### config.mk
export PLATFORM = sky130hd
export DESIGN_NAME = p4_axil_cfg_master
export DESIGN_NICKNAME = d
export VERILOG_FILES = /design/src/rtl/p4_axil_cfg_master.sv
export SDC_FILE = /design/constraint.sdc
export NUM_CORES = 1
export LEC_CHECK = 0
export CAP_MARGIN = 20
export CELL_PAD_IN_SITES_DETAIL_PLACEMENT = 0
export CELL_PAD_IN_SITES_GLOBAL_PLACEMENT = 1
export CORE_MARGIN = 5
export CORE_UTILIZATION = 30
export DETAILED_ROUTE_END_ITERATION = 16
export HOLD_SLACK_MARGIN = 0.15
export PLACE_DENSITY = 0.87
export SYNTH_ARGS = -nofsm -noshare
export SYNTH_HDL_FRONTEND = slang
export SYNTH_SLANG_ARGS = --single-unit
### constraint.sdc
create_clock -name axil_aclk -period 4.4 [get_ports axil_aclk]
set_input_delay 0.66 -clock axil_aclk [delete_from_list [all_inputs] [get_ports axil_aclk]]
set_output_delay 0.66 -clock axil_aclk [all_outputs]
set_load 0.03 [all_outputs]
### src/rtl/p4_axil_cfg_master.sv
// rtl/p4_axil_cfg_master.sv - AXI4-Lite initiator turning single-word register commands into bus transactions
// One transaction outstanding at a time; a bus-phase timeout guarantees every accepted command gets a response.
module p4_axil_cfg_master #(
    parameter int ADDR_W         = 13,
    parameter int TIMEOUT_CYCLES = 1024
) (
    input  logic              axil_aclk,
    input  logic              axil_aresetn,
    input  logic              cmd_valid,
    output logic              cmd_ready,
    input  logic              cmd_write,
    input  logic [ADDR_W-1:0] cmd_addr,
    input  logic [31:0]       cmd_wdata,
    input  logic [3:0]        cmd_wstrb,
    output logic              rsp_valid,
    input  logic              rsp_ready,
    output logic [31:0]       rsp_rdata,
    output logic [1:0]        rsp_resp,
    output logic              rsp_timeout,
    output logic [ADDR_W-1:0] m_axi_awaddr,
    output logic              m_axi_awvalid,
    input  logic              m_axi_awready,
    output logic [31:0]       m_axi_wdata,
    output logic [3:0]        m_axi_wstrb,
    output logic              m_axi_wvalid,
    input  logic              m_axi_wready,
    input  logic [1:0]        m_axi_bresp,
    input  logic              m_axi_bvalid,
    output logic              m_axi_bready,
    output logic [ADDR_W-1:0] m_axi_araddr,
    output logic              m_axi_arvalid,
    input  logic              m_axi_arready,
    input  logic [31:0]       m_axi_rdata,
    input  logic [1:0]        m_axi_rresp,
    input  logic              m_axi_rvalid,
    output logic              m_axi_rready
);
    localparam int CNT_W = (TIMEOUT_CYCLES > 0) ? $clog2(TIMEOUT_CYCLES + 1) : 1;

    typedef enum logic [2:0] {IDLE, WR_AD, WR_B, RD_A, RD_R, RSP} state_t;

    state_t            state_q, state_d;
    logic [ADDR_W-1:0] addr_q, addr_d;
    logic [31:0]       wdata_q, wdata_d;
    logic [3:0]        wstrb_q, wstrb_d;
    logic              aw_done_q, aw_done_d;
    logic              w_done_q, w_done_d;
    logic [CNT_W-1:0]  cnt_q, cnt_d;
    logic [31:0]       rsp_rdata_q, rsp_rdata_d;
    logic [1:0]        rsp_resp_q, rsp_resp_d;
    logic              rsp_timeout_q, rsp_timeout_d;
    logic              in_bus, limit, abort;

    // Outputs decode straight from registered state so an async reset clears them immediately.
    assign cmd_ready     = (state_q == IDLE) && axil_aresetn;
    assign m_axi_awvalid = (state_q == WR_AD) && !aw_done_q;
    assign m_axi_wvalid  = (state_q == WR_AD) && !w_done_q;
    assign m_axi_bready  = (state_q == WR_B);
    assign m_axi_arvalid = (state_q == RD_A);
    assign m_axi_rready  = (state_q == RD_R);
    assign m_axi_awaddr  = addr_q;
    assign m_axi_araddr  = addr_q;
    assign m_axi_wdata   = wdata_q;
    assign m_axi_wstrb   = wstrb_q;
    assign rsp_valid     = (state_q == RSP);
    assign rsp_rdata     = rsp_rdata_q;
    assign rsp_resp      = rsp_resp_q;
    assign rsp_timeout   = rsp_timeout_q;

    assign in_bus = (state_q == WR_AD) || (state_q == WR_B) || (state_q == RD_A) || (state_q == RD_R);
    assign limit  = (TIMEOUT_CYCLES != 0) && (cnt_q == CNT_W'(TIMEOUT_CYCLES - 1));

    always_comb begin
        state_d       = state_q;
        addr_d        = addr_q;
        wdata_d       = wdata_q;
        wstrb_d       = wstrb_q;
        aw_done_d     = aw_done_q;
        w_done_d      = w_done_q;
        cnt_d         = cnt_q;
        rsp_rdata_d   = rsp_rdata_q;
        rsp_resp_d    = rsp_resp_q;
        rsp_timeout_d = rsp_timeout_q;
        abort         = 1'b0;

        if (in_bus && (TIMEOUT_CYCLES != 0)) begin
            cnt_d = cnt_q + CNT_W'(1);
        end

        case (state_q)
            IDLE: begin
                if (cmd_valid) begin
                    addr_d    = cmd_addr;
                    wdata_d   = cmd_wdata;
                    wstrb_d   = cmd_wstrb;
                    aw_done_d = 1'b0;
                    w_done_d  = 1'b0;
                    cnt_d     = '0;
                    state_d   = cmd_write ? WR_AD : RD_A;
                end
            end
            WR_AD: begin
                aw_done_d = aw_done_q | (m_axi_awvalid & m_axi_awready);
                w_done_d  = w_done_q | (m_axi_wvalid & m_axi_wready);
                // Address/data handshakes are not completions, so the limit takes priority here.
                if (limit) begin
                    abort = 1'b1;
                end else if (aw_done_d && w_done_d) begin
                    state_d = WR_B;
                end
            end
            WR_B: begin
                if (m_axi_bvalid) begin
                    rsp_resp_d    = m_axi_bresp;
                    rsp_rdata_d   = 32'h0;
                    rsp_timeout_d = 1'b0;
                    state_d       = RSP;
                end else if (limit) begin
                    abort = 1'b1;
                end
            end
            RD_A: begin
                if (limit) begin
                    abort = 1'b1;
                end else if (m_axi_arready) begin
                    state_d = RD_R;
                end
            end
            RD_R: begin
                if (m_axi_rvalid) begin
                    rsp_resp_d    = m_axi_rresp;
                    rsp_rdata_d   = m_axi_rdata;
                    rsp_timeout_d = 1'b0;
                    state_d       = RSP;
                end else if (limit) begin
                    abort = 1'b1;
                end
            end
            RSP: begin
                if (rsp_ready) begin
                    state_d = IDLE;
                end
            end
            default: state_d = IDLE;
        endcase

        if (abort) begin
            rsp_resp_d    = 2'b10;
            rsp_timeout_d = 1'b1;
            rsp_rdata_d   = 32'hDEADBEEF;
            state_d       = RSP;
        end
    end

    always_ff @(posedge axil_aclk or negedge axil_aresetn) begin
        if (!axil_aresetn) begin
            state_q       <= IDLE;
            addr_q        <= '0;
            wdata_q       <= '0;
            wstrb_q       <= '0;
            aw_done_q     <= 1'b0;
            w_done_q      <= 1'b0;
            cnt_q         <= '0;
            rsp_rdata_q   <= '0;
            rsp_resp_q    <= '0;
            rsp_timeout_q <= 1'b0;
        end else begin
            state_q       <= state_d;
            addr_q        <= addr_d;
            wdata_q       <= wdata_d;
            wstrb_q       <= wstrb_d;
            aw_done_q     <= aw_done_d;
            w_done_q      <= w_done_d;
            cnt_q         <= cnt_d;
            rsp_rdata_q   <= rsp_rdata_d;
            rsp_resp_q    <= rsp_resp_d;
            rsp_timeout_q <= rsp_timeout_d;
        end
    end
endmodule

==> flow_summary.ini <==
[outcome]
status = finished, final reports clean

[clocking]
cts_hold_buf = 0
cts.path.max_buffers = 2
root_buffer = clkbuf_16
htreeDepth = 3
cts_tree = done
cts-buffers-inserted = 9
cts_setup_buffers = 0
cts_resized = 0
clock_sinks = 100
insertion_delay_ns = 0.35
path_clk_slew_ns = 0.07

[die]
num_rows = 45
fp.dieH_um = 133.0
coreArea_mm2 = 0.01503
dieArea_mm2 = 0.01769
initial_core_util_pct = 30.20
boundaryPins = 199
die_x_um = 133.0

[worst_setup_path]
timing.rr.end = rsp_resp[1]
crit_chain = inv_2 > or3_1 > nor2_1 > clkdlybuf4s50_1
cp.required_ns = 3.74
cp_slowest_stage_delay_ns = 0.71
crit_type = register to output pin
cpMaxStageDelayCell = clkdlybuf4s50_1
end_kind = output pin
cp_max_fo = 10
reg2reg_setup_slack_ns = 1.85
startpoint_type = register
reg2regPathDepth = 5
reg2reg_from = state_q[1]
cp.arrival_ns = 2.38

[layout]
regArea_mm2 = 0.002502
syn2layout_area_growth_pct = 50.28
multi_input_area_mm2 = 0.001675
fin_cells = 732
n_fill_cell = 1324
layout.cells.most_common = clkdlybuf4s50_1
layout_common_cells = 197 x clkdlybuf4s50_1, 100 x dfrtp_1, 48 x mux2_2
antennaDiodeCount = 0
num-nets-final = 635
drive_above_1_share_pct = 15.99

[yosys]
synth_edf_count = 0
synthCells = 360
yosysTopAreaCellShare_pct = 55.13
syn-cell-area_mm2 = 0.004539
yosysTopAreaCell = dfrtp_1
ys_seq_elements = 100
ys_seq_area_share_pct = 55.13
ys.flop_type = dfrtp_1
synthDistinctLibCells = 52
synth_area_leaders = dfrtp_1 55%, mux2_2 12%, mux2i_1 5.7%
async_reset_ff_share_pct = 100.0
ys_warn_count = 0
synth_fp_nets = 456
syn_avg_cell_area_um2 = 12.61

[power]
p_sw_share_pct = 42.25
fin_total_pwr_mw = 5.264
power_density_mw_per_mm2 = 771.6
seqPwrFrac_pct = 30.9
power_switching_mw = 2.224
pwr-share-clk_pct = 14.3
ir_worst_vdd_mv = 0.4055
intPower_mw = 3.040
power.leakage_nw = 2.897
combPwrFrac_pct = 54.8

[routing]
first_pass_iters = 5
routed_wl_mm = 11.93
drc = 0
drt_iter0_drc = 159
wl_met3_mm = 1.276
routedWlPerCell_um = 16.30
vias = 3382
wl_met1_mm = 4.726
wl_met2_mm = 5.680
routed_via_density = 4.620
ant_nets = 0
top_layer_used = met4

[timing]
hold_violations = 0
holdWs_ns = 0.2918
worst_pin_slew_ns = 0.7567
post-route-period-util_pct = 69.13
fin_skew_ns = 0.01102
rsz0062_at_grt = false
setup_tns_ns = 0
slew_viol_final = 0
slew_headroom_pct = 49.55
setup_slack_ns = 1.358
fin_crit_ns = 3.042
setup_viol = 0
fmax_mhz = 328.8

[worst_hold_path]
min_path_type = input pin to asynchronous set/reset pin

[placement]
gp_congestion = 0.8143
hpwl_mm = 8.940
placed_cells = 716
pre_cts_ws_ns = 1.464
portBuffers = 198

[grt]
grt_max_degree = 60
grt_pass1_vias = 3665
grt_usage_pct = 13.32
grt_overflow_total = 0
antenna_found_initial = 0
grt_pass1_wl_mm = 18.95

[job]
cap_violations = 0
-- routing by layer --
metal / GRT usage (%) / up-vias
li1: - / 1574
met1: 15.18 / 1653
met2: 21.67 / 140
met5: 0 / -
met3: 6.274 / 15
met4: 5.196 / 0
-- cells in the mapped netlist (3+ instances only) --
library cell / count
buf_2: 3
nor3_1: 3
mux2_2: 48
buf_4: 20
dfrtp_1: 100
and2_1: 4
nand2_1: 8
inv_1: 26
nand4_1: 3
a22o_1: 8
buf_6: 8
xnor2_1: 3
mux2_1: 3
mux2i_1: 26
xor2_1: 8
clkbuf_1: 3
a21oi_1: 30
nor2_1: 18
-- kinds of logic (layout without fill, tap and decap cells) --
family | after synthesis | in the layout | synth area share, %
DFF | 100 | 100 | 55.13
and+or+nand+nor | 56 | 56 | 7.939
AOI/OAI and AO/OA | 53 | 53 | 7.718
buffers and inverters | 61 | 245 | 8.103
xor gates and xnor gates | 11 | 11 | 2.123
adders and majority gates | 1 | 1 | 0.2756
muxes | 78 | 78 | 18.72
-- flip-flops by register name, summed over array words and instances, names as in the netlist --
name and cells:
m_axi_wdata 32, rsp_rdata 32, m_axi_araddr 13, cnt_q 11, m_axi_wstrb 4, state_q 3, rsp_resp 2, aw_done_q 1
rsp_timeout 1, w_done_q 1
-- critical path, delay by kind of cell (launching register included) --
family | cells | cell delay (ns)
buf+inv | 2 | 0.87
flops | 1 | 0.61
simple gates | 2 | 0.55
-- per-stage QoR --
stage | utilization [%] | cell area (µm²)
floorplan | - | 4539
global placement | 43.35 | 6516
detailed placement | 43.48 | 6536
CTS | 45.38 | 6822
global route | 45.38 | 6822
finish | 45.38 | 6822
-- worst max path at each step --
stage | endpoint | cells past startpoint | from
after floorplan | state_q[1] | 6 | state_q[2]
after global placement | rsp_resp[0] | 6 | m_axi_rvalid
after detailed placement | rsp_resp[1] | 6 | m_axi_rvalid
after CTS | m_axi_awvalid | 4 | state_q[0]
after global routing | m_axi_awvalid | 4 | state_q[0]
final | m_axi_wvalid | 4 | state_q[0]
-- final cells by class --
cell class | count | share of cell area, %
timing repair buffer | 202 | 29.64
clock buffer | 10 | 3.503
multi-input combinational | 199 | 24.56
clock inverter | 6 | 0.6787
sequential | 100 | 36.68
inverter | 27 | 1.486
tap | 188 | 3.448
-- power groups by stage --
stage / clock, mW / combinational [mW] / sequential, mW
final: 0.754 / 2.88 / 1.63
after global routing: 0.823 / 3.05 / 1.69
after CTS: 0.787 / 2.92 / 1.63
after detailed placement: 0 / 2.91 / 1.64
after global placement: 0 / 2.86 / 1.62
after floorplan: 0 / 1.20 / 2.27
Power figures use the tool's default switching activity.
